[src/rtl/exc_pkg.sv]
// Shared types and constants for the LEGv8 exception sequencer.
package exc_pkg;

   typedef enum logic [1:0] {
      RUN     = 2'd0,
      HANDLER = 2'd1,
      FAULT   = 2'd2
   } exc_state_t;

   localparam logic [3:0] ESR_IRQ     = 4'b0001;
   localparam logic [3:0] ESR_INVALID = 4'b0010;

endpackage

[src/rtl/irq_sync.sv]
// Multi-stage synchroniser for the asynchronous device IRQ level.
module irq_sync #(
   parameter int unsigned STAGES = 2
) (
   input  logic clk_i,
   input  logic rst_ni,
   input  logic d_i,
   output logic q_o
);

   logic [STAGES-1:0] sync_q;

   always_ff @(posedge clk_i or negedge rst_ni) begin
      if (!rst_ni) sync_q <= '0;
      else         sync_q <= {sync_q[STAGES-2:0], d_i};
   end

   assign q_o = sync_q[STAGES-1];

endmodule

[src/rtl/exc_ctrl.sv]
// Exception/interrupt sequencer: arbitrates IRQ vs decoder faults, owns ELR/ESR.
// Optional event counters are enabled with the EXC_CTRL_STATS_EN macro.
module exc_ctrl
   import exc_pkg::*;
#(
   parameter int unsigned  N           = 64,
   parameter int unsigned  SYNC_STAGES = 2,
   parameter logic [N-1:0] EXC_VECTOR  = N'(64'hD8)
) (
   input  logic         clk,
   input  logic         reset,
   input  logic         ExtIRQ,
   input  logic         NotAnInstr,
   input  logic         ERet,
   input  logic [N-1:0] PC,
   output logic         Exc,
   output logic         ERetTaken,
   output logic [N-1:0] ExcPC,
   output logic [N-1:0] ELR,
   output logic [3:0]   ESR,
   output logic         irq_ack,
   output logic         in_handler,
   output logic         fault
`ifdef EXC_CTRL_STATS_EN
   ,
   output logic [31:0]  irq_count,
   output logic [31:0]  fault_count
`endif
);

   exc_state_t   state_q, state_d;
   logic [N-1:0] elr_q, elr_d;
   logic [3:0]   esr_q, esr_d;
   logic         ack_wait_q, ack_wait_d;
   logic         irq_s, irq_pend;

   irq_sync #(.STAGES(SYNC_STAGES)) u_irq_sync (
      .clk_i  (clk),
      .rst_ni (reset),
      .d_i    (ExtIRQ),
      .q_o    (irq_s)
   );

   // ack_wait blocks re-entry on the same held IRQ level until it drops.
   assign irq_pend = irq_s & ~ack_wait_q;

   always_comb begin
      state_d    = state_q;
      elr_d      = elr_q;
      esr_d      = esr_q;
      ack_wait_d = ack_wait_q & irq_s;
      Exc        = 1'b0;
      ERetTaken  = 1'b0;
      irq_ack    = 1'b0;
      case (state_q)
         RUN: begin
            if (NotAnInstr || ERet) begin
               Exc     = 1'b1;
               elr_d   = PC;
               esr_d   = ESR_INVALID;
               state_d = HANDLER;
            end else if (irq_pend) begin
               Exc        = 1'b1;
               irq_ack    = 1'b1;
               elr_d      = PC;
               esr_d      = ESR_IRQ;
               ack_wait_d = 1'b1;
               state_d    = HANDLER;
            end
         end
         HANDLER: begin
            if (ERet)            begin ERetTaken = 1'b1; state_d = RUN; end
            else if (NotAnInstr) state_d = FAULT;
         end
         FAULT:   state_d = FAULT;
         default: state_d = RUN;
      endcase
   end

   always_ff @(posedge clk or negedge reset) begin
      if (!reset) begin
         state_q    <= RUN;
         elr_q      <= '0;
         esr_q      <= '0;
         ack_wait_q <= 1'b0;
      end else begin
         state_q    <= state_d;
         elr_q      <= elr_d;
         esr_q      <= esr_d;
         ack_wait_q <= ack_wait_d;
      end
   end

   assign ExcPC      = Exc ? EXC_VECTOR : (ERetTaken ? elr_q : '0);
   assign ELR        = elr_q;
   assign ESR        = esr_q;
   assign in_handler = (state_q == HANDLER);
   assign fault      = (state_q == FAULT);

`ifdef EXC_CTRL_STATS_EN
   logic [31:0] irq_cnt_q, flt_cnt_q;
   logic        invalid_entry, fault_entry;

   assign invalid_entry = (state_q == RUN) && (NotAnInstr || ERet);
   assign fault_entry   = (state_q == HANDLER) && (state_d == FAULT);

   always_ff @(posedge clk or negedge reset) begin
      if (!reset) begin
         irq_cnt_q <= '0;
         flt_cnt_q <= '0;
      end else begin
         if (irq_ack && (irq_cnt_q != '1))
            irq_cnt_q <= irq_cnt_q + 32'd1;
         if ((invalid_entry || fault_entry) && (flt_cnt_q != '1))
            flt_cnt_q <= flt_cnt_q + 32'd1;
      end
   end

   assign irq_count   = irq_cnt_q;
   assign fault_count = flt_cnt_q;
`endif

endmodule

[config.mk]
export PLATFORM = sky130hd
export DESIGN_NAME = exc_ctrl
export DESIGN_NICKNAME = d
export VERILOG_FILES = /design/src/rtl/exc_pkg.sv /design/src/rtl/irq_sync.sv /design/src/rtl/exc_ctrl.sv
export SDC_FILE = /design/constraint.sdc
export NUM_CORES = 1
export LEC_CHECK = 0
export CAP_MARGIN = 10
export CORE_MARGIN = 2
export CORE_UTILIZATION = 35
export CTS_CLUSTER_SIZE = 30
export DETAILED_ROUTE_END_ITERATION = 10
export PLACE_DENSITY_LB_ADDON = 0.3
export SLEW_MARGIN = 10
export SYNTH_ARGS = -nofsm -noshare
export SYNTH_HDL_FRONTEND = slang
export SYNTH_SLANG_ARGS = --single-unit
[constraint.sdc]
create_clock -name clk -period 4.9 [get_ports clk]
set_clock_uncertainty 0.05 [all_clocks]
set_input_delay 0.735 -clock clk [delete_from_list [all_inputs] [get_ports clk]]
set_output_delay 0.735 -clock clk [all_outputs]
set_load 0.01 [all_outputs]
== Word-level counts from Yosys, hierarchy flattened ==
Index checks and enable logic that the tools add are counted.
Storage, ports and cells
  register bits after elaboration: 73
  latch bits: 0
  RAM bits: 0
  ROM bits: 0
  bits of input ports: 69
  logic and storage cells: 38
  memories kept: 0
Operators by class
  add/subtract/negate cells: 0
  multiply operators: 0
  div/mod/pow operators: 0
  $lt $le $gt $ge: 0
  equal/unequal tests: 4
  shift operators: 0
  muxes and demuxes: 21
  bitwise gates (word level): 3
  reduce and logical (&&, ||, !) cells: 5
Operators with widths (number)
  64-bit two-way mux: 4
  1-bit two-way mux: 10
  2-bit two-way mux: 4
  4-bit two-way mux: 2
  3-bit != test (second input constant): 2
  2-bit case mux with 3 select lines: 1
  2-bit AND reduction: 2
  1-bit AND: 2
  2-bit by 1-bit equality test with 1-bit output (second input constant): 1
  2-bit equality test (second input constant): 1
  2-bit logical NOT: 1
  2-bit nonzero test: 1
  1-bit logical OR: 1
  1-bit NOT: 1

== Longest topological paths before layout ==
Gate-level depths: netlist of the first run.
  word-level depth: 6
  gate-level depth with buffers: 7
  mapped depth without buffers: 4

== Modules after synthesis ==
Synthesis of the first run repeated with hierarchy kept, for this count alone.
Second synthesis, totals
  cells, all modules: 240
  area, all modules: 3329.4 um^2
By module, submodules not included
  exc_ctrl: times used 1, cells an instance 238, area an instance 3279.4 um^2, sequential area each 1726.7 um^2
  irq_sync: times used 1, cells an instance 2, area an instance 50.0 um^2, sequential area each 50.0 um^2

== Worst setup path before layout of the first run ==
OpenSTA, ideal clock, no wires.
  kind: input -> output
  start point: input port ERet
  end point: output port ExcPC[58]
  arrival: 1630 ps
  required time: 4115 ps
  slack: 2485 ps
  stages on the path: 4
  buffers on the path: 2
  cells stage by stage: and3b_1 > clkbuf_1 > clkbuf_1 > and2_1
On the way
  longest elaborated chain between the ends: 4
  elaborated cells between the ends (all ways): 7
  those cells by class: 6 x mux; 1 x reduce/logical
Ends and longest elaborated chain
  start: declaration: RTL line exc_ctrl.sv:14  | input logic ERet,
  1-bit two-way mux: RTL line exc_ctrl.sv:72  | if (ERet) begin ERetTaken = 1'b1; state_d = RUN; end
  1-bit two-way mux: RTL line exc_ctrl.sv:55  | case (state_q)
  named net ERetTaken: RTL line exc_ctrl.sv:17  | output logic ERetTaken,
  64-bit two-way mux (2 in series): RTL line exc_ctrl.sv:94  | assign ExcPC = Exc ? EXC_VECTOR : (ERetTaken ? elr_q : '0);
  end: declaration: RTL line exc_ctrl.sv:18  | output logic [N-1:0] ExcPC,
The timed path passes the listed nets, and every way through them passes these cells.

== Worst setup path in the final report of the first run ==
  start point: input port ERet
  end point: output port ExcPC[59]
On the way
  longest elaborated chain between the ends: 4
  elaborated cells between the ends (all ways): 7
  those cells by class: 6 x mux; 1 x reduce/logical
Ends and longest elaborated chain (RTL line)
  1-bit two-way mux or 1-bit logical OR (tied branches): exc_ctrl.sv:72, exc_ctrl.sv:57
  1-bit two-way mux, on equally long branches: exc_ctrl.sv:55, exc_ctrl.sv:57
  64-bit two-way mux or 1-bit two-way mux (tied branches): exc_ctrl.sv:94, exc_ctrl.sv:55
  64-bit two-way mux (*): exc_ctrl.sv:94
Every way passes the cells marked *; elsewhere a longest branch is shown, timed or not.

==> impl_metrics.tcl, run 1 <==
set metrics [dict create \
    gp_congestion 0.748 \
    reg2reg_slack_ns 2.88 \
    status "finished clean" \
    synth_cells 240 \
    grt_max_degree 72 \
    drc 0 \
    timing.rr.end "ELR[47]" \
    holdPathEnd "u_irq_sync.sync_q[1]" \
    antenna_found_initial 0 \
    dp_hpwl_mm 6.15 \
    ir_drop_v 0.000339 \
    core_um2 9240 \
    rr_startpoint "state_q[0]" \
    first_iter_violations 41 \
    crit_path_start "ERet" \
    finalHoldViolCount 0 \
    routed_wl_mm 8.54 \
    utilization 0.604 \
    grt_usage 0.163 \
    critPathKind "in -> out" \
    syn_area_per_cell_um2 13.9 \
    die_w_um 102 \
    first_pass_iters 4 \
    leakage_nw 2.39 \
    clkSinkCount 71 \
    clkLatencyLatePin_ns 0.32 \
    overflow 0 \
    grt_setup_unrepaired "false" \
    htree_num_levels 3 \
    n_antenna_cell 0 \
    route.detailed.wl_per_inst_um 14.9 \
    drv_slew 0 \
    grt_pass1_vias 2464 \
    synth.yosys.warnings 0 \
    cts_root_buffer "clkbuf_8" \
    cts_tree "done" \
    slew_headroom 0.419 \
    vias 2554 \
    arrival_ns 2.80 \
    layout.nets 508 \
    ys_ff_latch 71 \
    cp-end-kind "primary output" \
    cts_hold_buf 0 \
    cts.clk_slew.worst_paths_ns 0.06 \
    ant_nets 0 \
    hold-path-cell-count 0 \
    p_per_area_nw_per_um2 657 \
    fin_crit_sh 0.731 \
    setup_viol 0 \
    post_cts_buffers 0 \
    num_rows 35 \
    critical_path.max_fanout 65 \
    r2r_cells 5 \
    grt_pass1_wl_mm 13.1 \
    cts_buffers 9 \
    max_cap_viol_count 0 \
    viasPerCell 4.46 \
    setup_tns_ns 0 \
    port_buffers 203 \
    syn-cell-area_um2 3330 \
    tightest_slew_ns 0.871 \
    ys_types 24 \
    drive_gt1_frac 0.187 \
    initial_core_util 0.360 \
    seq_area_frac_synth 0.534 \
    dieArea_um2 10300 \
    postCtsResizedCells 0 \
    period_needed_ns 3.58 \
    hp-start "u_irq_sync.sync_q[0]" \
    pin_count 206 \
    fp.dieH_um 102 \
    area_growth_pct 67.7 \
    startpoint_type "input pin" \
    required_ns 4.12 \
    hp-class "reg -> reg" \
    clk_path_buf_depth 2 \
    max_freq_mhz 279 \
]
-- layout by cell type (no fill, tap or decap), drive strengths merged --
| cell | n |
|---|---|
| a21oi | 2 |
| a22o | 1 |
| a31o | 1 |
| and2 | 60 |
| and3b | 1 |
| buf | 2 |
| clkbuf | 12 |
| clkdlybuf4s50 | 202 |
| clkinv | 4 |
| clkinvlp | 1 |
| conb | 2 |
| dfrtp | 71 |
| inv | 2 |
| mux2 | 64 |
| nand2 | 9 |
| nand2b | 1 |
| nor2 | 2 |
| nor2b | 2 |
| nor3 | 1 |
| o21a | 1 |
| o21ai | 2 |
| or2 | 1 |
-- sequential cells by signal, indices dropped and copies added (netlist names) --
| signal | cells |
|---|---|
| u_irq_sync.sync_q | 2 |
| ELR | 64 |
| state_q | 2 |
| ack_wait_q | 1 |
| ESR | 2 |
-- logic make-up after synthesis --
family	after synthesis	share of synthesized area
and+or+nand+nor	77	0.137
DFF	71	0.534
muxes	64	0.272
buffers and inverters	20	0.0398
AOI/OAI and AO/OA	7	0.0169
other	1	0.00113
-- metal layers --
| layer | share of wire | up-vias | global-route usage | routed length (um) |
|---|---|---|---|---|
| li1 | - | 1182 | - | - |
| met1 | 0.43 | 1251 | 0.217 | 3640 |
| met2 | 0.50 | 112 | 0.261 | 4230 |
| met3 | 0.067 | 9 | 0.0414 | 575 |
| met4 | 0.011 | 0 | 0.0530 | 96 |
| met5 | 0 | - | 0 | 0 |
-- where the power goes --
group | internal [mW] | switching, mW | leakage (nW) | total, mW
clock | 0.182 | 0.207 | 0.0801 | 0.389
sequential | 0.884 | 0.236 | 0.833 | 1.12
combinational | 1.38 | 0.775 | 1.48 | 2.16
-- critical path: stages --
cell and delay (ns):
clkdlybuf4s50_1 0.49, and3b_2 0.75, and2_1 0.24, clkdlybuf4s50_1 0.55
-- worst max-delay path by stage --
stage	end	slack, ns
floorplan	ExcPC[58]	2.48
global placement	ExcPC[3]	1.36
detailed placement	ExcPC[59]	1.29
CTS	ExcPC[59]	1.29
global route	ExcPC[3]	1.15
finish	ExcPC[59]	1.32
-- layout make-up --
| type | count | area (um2) |
|---|---|---|
| Fill cell | 756 | 3660 |
| Inverter | 3 | 12.5 |
| Sequential cell | 71 | 1780 |
| Clock buffer | 12 | 135 |
| Tap cell | 129 | 161 |
| Clock inverter | 4 | 22.5 |
| Timing Repair Buffer | 204 | 2050 |
| Multi-Input combinational cell | 150 | 1430 |
-- cells in the mapped netlist --
cell type | count | area share
clkbuf_1 | 7 | 0.0079
and3b_1 | 1 | 0.0026
buf_6 | 6 | 0.020
nor3_1 | 1 | 0.0015
a21oi_1 | 2 | 0.0030
o21ai_4 | 1 | 0.0049
o21ai_0 | 1 | 0.0015
nand2_1 | 9 | 0.010
buf_4 | 3 | 0.0068
mux2_2 | 15 | 0.051
mux2_4 | 49 | 0.22
buf_2 | 1 | 0.0015
a31o_2 | 1 | 0.0026
nor2b_1 | 2 | 0.0038
o21a_1 | 1 | 0.0023
nor2_1 | 2 | 0.0023
and2_1 | 60 | 0.11
dfrtp_1 | 71 | 0.53
a22o_1 | 1 | 0.0026
nand2b_1 | 1 | 0.0019
inv_1 | 2 | 0.0023
inv_2 | 1 | 0.0011
conb_1 | 1 | 0.0011
or2_1 | 1 | 0.0019
-- stage by stage --
stage                     power, mW  std cells  setup WS, ns  cell area [um2]  hold slack [ns]
after floorplan                2.23        241          2.48             3330            0.281
after global placement         3.27        557          1.36             5430            0.293
final                          3.67        573          1.32             5580            0.315
after global routing           3.89        573          1.15             5580            0.320
after detailed placement       3.31        557          1.29             5430            0.288
after CTS                      3.72        573          1.29             5580            0.318
No activity file was read; power rests on OpenSTA's default activity.
==> inputs of run 2 (changes only) <==
- CORE_UTILIZATION: 35 -> 34
- clock period: 4.9 -> 3.28 ns (I/O delays scaled with it)
==> impl_metrics.tcl, run 2 (synthesis gave the netlist of run 1 again) <==
set metrics [dict create \
    vias 2487 \
    cts_hold_buf 0 \
    grt_max_degree 72 \
    fin_total_pwr_mw 5.64 \
    max_freq_mhz 363 \
    dieArea_um2 10600 \
    postCtsResizedCells 0 \
    setup_tns_ns 0 \
    post_cts_buffers 0 \
    overflow 0 \
    wl_met1_mm 3.68 \
    startpoint_type "input pin" \
    hp-class "in -> async" \
    critPathKind "in -> out" \
    largest_register_ffs 64 \
    max_cap_viol_count 0 \
    cp-end-kind "primary output" \
    grt_usage 0.154 \
    fin_crit_sh 0.841 \
    tightest_slew_ns 1.06 \
    first_iter_violations 35 \
    fillCellCount 818 \
    fp.dieH_um 103 \
    die_w_um 103 \
    wl_met3_um 557 \
    first_pass_iters 4 \
    gp_congestion 0.771 \
    routed_wl_mm 8.54 \
    cts_root_buffer "clkbuf_8" \
    p_per_area_nw_per_um2 998 \
    cts.clk_slew.worst_paths_ns 0.09 \
    slowest_stage "clkdlybuf4s50_1" \
    grt_pass1_vias 2526 \
    viasPerCell 4.30 \
    setup_viol 0 \
    drc 0 \
    clk_path_buf_depth 2 \
    period_needed_ns 2.76 \
    port_buffers 203 \
    htree_num_levels 3 \
    layout_common_cells "clkdlybuf4s50_1, dfrtp_1, and2_1, mux2_4, mux2_2" \
    pin_count 206 \
    max_stage_delay_ns 0.58 \
    crit_family "buffers and inverters" \
    required_ns 2.74 \
    route.detailed.wl_per_inst_um 14.8 \
    drive_gt1_frac 0.193 \
    grt_pass1_wl_mm 12.8 \
    final_cells 578 \
    n_antenna_cell 0 \
    area_growth_pct 69.6 \
    clkSinkCount 71 \
    antenna_found_initial 0 \
    dp_hpwl_mm 6.18 \
    dpl.cell_count 562 \
    ir_drop_v 0.000594 \
    dr.max_layer_used "met4" \
    clkLatencyLatePin_ns 0.33 \
    leakage_nw 2.41 \
    initial_core_util 0.345 \
    crit_buf_inv 3 \
    num_rows 36 \
    cts_buffers 9 \
    arrival_ns 2.21 \
    core_um2 9640 \
    final_common_cell "clkdlybuf4s50_1" \
    drv_slew 0 \
    cp_cell_sequence "clkdlybuf4s50_1 > or2_1 > o21ai_4 > clkinv_2 > clkdlybuf4s50_1" \
    grt_setup_unrepaired "false" \
    ant_nets 0 \
    layout.nets 509 \
    path_common_cell "clkdlybuf4s50_1" \
    critical_path.max_fanout 7 \
    finalHoldViolCount 0 \
    hold_ws_ns 0.226 \
    utilization 0.586 \
    slew_headroom 0.291 \
    met2_length_mm 4.26 \
    status "finished clean" \
    cts_tree "done" \
]
run 2: cell count changes in the layout (fill, tap and decap cells not counted), sizes merged:
cell | previous run | this run
bufinv | 0 | 1
clkinv | 4 | 2
buf | 2 | 3
clkinvlp | 1 | 2
run 2: worst reg2reg max path: stages (launching register included):
cell and delay [ns]:
dfrtp_1 0.43, nor2_1 0.37, o21ai_4 0.17, clkinv_2 0.08, buf_4 0.82, mux2_2 0.45
run 2: path summary, 6_finish.rpt:
path                                        end            startpoint  slack (ns)  cells past startpoint
max                                         Exc                  ERet        0.52                      5
min                                     ELR[58]                 reset        0.23                      1
max reg2reg                             ELR[43]            state_q[0]        0.79                      5
min reg2reg                u_irq_sync.sync_q[1]  u_irq_sync.sync_q[0]        0.31                      0
max in group asynchronous               ELR[28]                 reset        2.36                      1
min in group clk           u_irq_sync.sync_q[1]  u_irq_sync.sync_q[0]        0.31                      0
run 2: where the power goes:
part	total (mW)	internal, mW	switching (mW)
sequential	1.67	1.32	0.348
combinational	3.25	2.09	1.17
clock	0.719	0.395	0.324
run 2: area by class of cell:
class                           count  area, um2  share of cell area
Inverter                            3       12.5             0.00222
Multi-Input combinational cell    150       1430               0.252
Sequential cell                    71       1780               0.315
Timing Repair Buffer              205       2060               0.364
Clock inverter                      4       53.8             0.00953
Tap cell                          133        166              0.0295
Clock buffer                       12        155              0.0275
run 2: metrics by stage:
step / area, um2 / setup WS, ns
final: 5650 / 0.523
after floorplan: 3330 / 1.35
after CTS: 5650 / 0.518
after global routing: 5650 / 0.449
after global placement: 5440 / 0.451
after detailed placement: 5440 / 0.336
run 2: per-layer routing:
layer,global-route usage,up-vias
li1,-,1181
met1,0.207,1197
met2,0.251,105
met3,0.0373,4
met4,0.0395,0
met5,0,-
==> inputs of run 3 (changes only) <==
- CORE_UTILIZATION: 34 -> 35
- clock period: 3.28 -> 2.9 ns (I/O delays scaled with it)
==> impl_metrics.tcl, run 3 (synthesis gave the netlist of run 1 again) <==
set metrics [dict create \
    crit_buf_inv 3 \
    leakage_nw 2.42 \
    startpoint_type "input pin" \
    setup_tns_ns 0 \
    largest_register_ffs 64 \
    path_common_cell "clkdlybuf4s50_1" \
    gp_congestion 0.749 \
    final_common_cell "clkdlybuf4s50_1" \
    core_um2 9240 \
    route.detailed.wl_per_inst_um 15.0 \
    reg2reg_slack_ns 0.86 \
    die_w_um 102 \
    viasPerCell 4.37 \
    routed_wl_mm 8.63 \
    initial_core_util 0.360 \
    critical_path.max_fanout 7 \
    required_ns 2.41 \
    arrival_ns 2.16 \
    cts_root_buffer "clkbuf_8" \
    pin_count 206 \
    num_rows 35 \
    dieArea_um2 10300 \
    cts.clk_slew.worst_paths_ns 0.08 \
    layout.nets 509 \
    grt_pass1_vias 2580 \
    crit_family "buffers and inverters" \
    rr_startpoint "state_q[0]" \
    cts_buffers 9 \
    max_freq_mhz 378 \
    cp_cell_sequence "clkdlybuf4s50_1 > or2_1 > o21ai_4 > clkinv_2 > clkdlybuf4s50_1" \
    drc 0 \
    dpl_cell_area_um2 5450 \
    finalHoldViolCount 0 \
    overflow 0 \
    ant_nets 0 \
    dp_hpwl_mm 6.30 \
    layout_common_cells "clkdlybuf4s50_1, dfrtp_1, and2_1, mux2_4, mux2_2" \
    period_needed_ns 2.65 \
    cp-end-kind "primary output" \
    hp-class "in -> async" \
    clk_path_buf_depth 2 \
    final_cell_area_um2 5650 \
    layout_setup_ws_ns 0.252 \
    antenna_found_initial 0 \
    fillCellCount 744 \
    grt_pass1_wl_mm 13.3 \
    slowest_stage "clkdlybuf4s50_1" \
    grt_setup_unrepaired "false" \
    tightest_slew_ns 0.862 \
    met2_length_mm 4.34 \
    slew_headroom 0.425 \
    pre_cts_ws_ns 0.226 \
    wl_met3_um 560 \
    post_cts_buffers 0 \
    critPathKind "in -> out" \
    n_antenna_cell 0 \
    postCtsResizedCells 0 \
    fp.dieH_um 102 \
    first_iter_violations 23 \
    wl_met1_mm 3.65 \
    ir_drop_v 0.000521 \
    cts_hold_buf 0 \
    drv_slew 0 \
    setup_viol 0 \
    port_buffers 203 \
    grt_max_degree 72 \
    dr.max_layer_used "met4" \
    vias 2508 \
    clkLatencyLatePin_ns 0.32 \
    cts_tree "done" \
    max_cap_viol_count 0 \
    first_pass_iters 4 \
    area_growth_pct 69.7 \
    clkSinkCount 71 \
    p_per_area_nw_per_um2 1130 \
    max_stage_delay_ns 0.54 \
    drive_gt1_frac 0.189 \
    htree_num_levels 3 \
    grt_usage 0.166 \
    status "finished clean" \
    fin_crit_sh 0.913 \
    crit_path_start "ERet" \
]
[run 3: path summary, 6_finish.rpt]
kind | endpoint | depth (start not counted)
setup / recovery | Exc | 5
hold / removal | ELR[6] | 1
setup reg to reg | ELR[47] | 5
hold reg to reg | u_irq_sync.sync_q[1] | 0
max in group asynchronous | ELR[42] | 1
min in group clk | u_irq_sync.sync_q[1] | 0
[run 3: stage by stage]
| step | cells | util | total power [mW] | hold slack (ns) |
|---|---|---|---|---|
| after floorplan | 241 | - | 3.77 | 0.0894 |
| after global placement | 558 | 0.589 | 5.55 | 0.286 |
| after detailed placement | 558 | 0.589 | 5.63 | 0.287 |
| after CTS | 574 | 0.612 | 6.49 | 0.192 |
| after global routing | 574 | 0.612 | 6.78 | 0.230 |
| final | 574 | 0.612 | 6.40 | 0.165 |
[run 3: routing by layer]
| layer | GRT usage | vias up |
|---|---|---|
| met4 | 0.0437 | 0 |
| met1 | 0.218 | 1202 |
| met5 | 0 | - |
| met3 | 0.0352 | 8 |
| li1 | - | 1181 |
| met2 | 0.278 | 117 |
[run 3: power breakdown]
group / switching [mW] / internal (mW)
clock network: 0.339 / 0.483
logic: 1.33 / 2.36
registers: 0.395 / 1.49
total: 2.07 / 4.33
[run 3: worst reg2reg max path, delay by kind of cell (launching register included)]
kind / cells / cell delay, ns
compound gates: 1 / 0.17
buf+inv: 2 / 0.49
flops: 1 / 0.42
simple gates: 1 / 0.38
mux: 1 / 0.40
[run 3: area by class of cell]
type	instances	area, um2	share of cell area
timing repair buffer	205	2070	0.366
sequential	71	1780	0.314
multi-input combinational	150	1430	0.252
tap	129	161	0.0286
clock buffer	12	135	0.0239
clock inverter	4	70.1	0.0124
inverter	3	12.5	0.00221
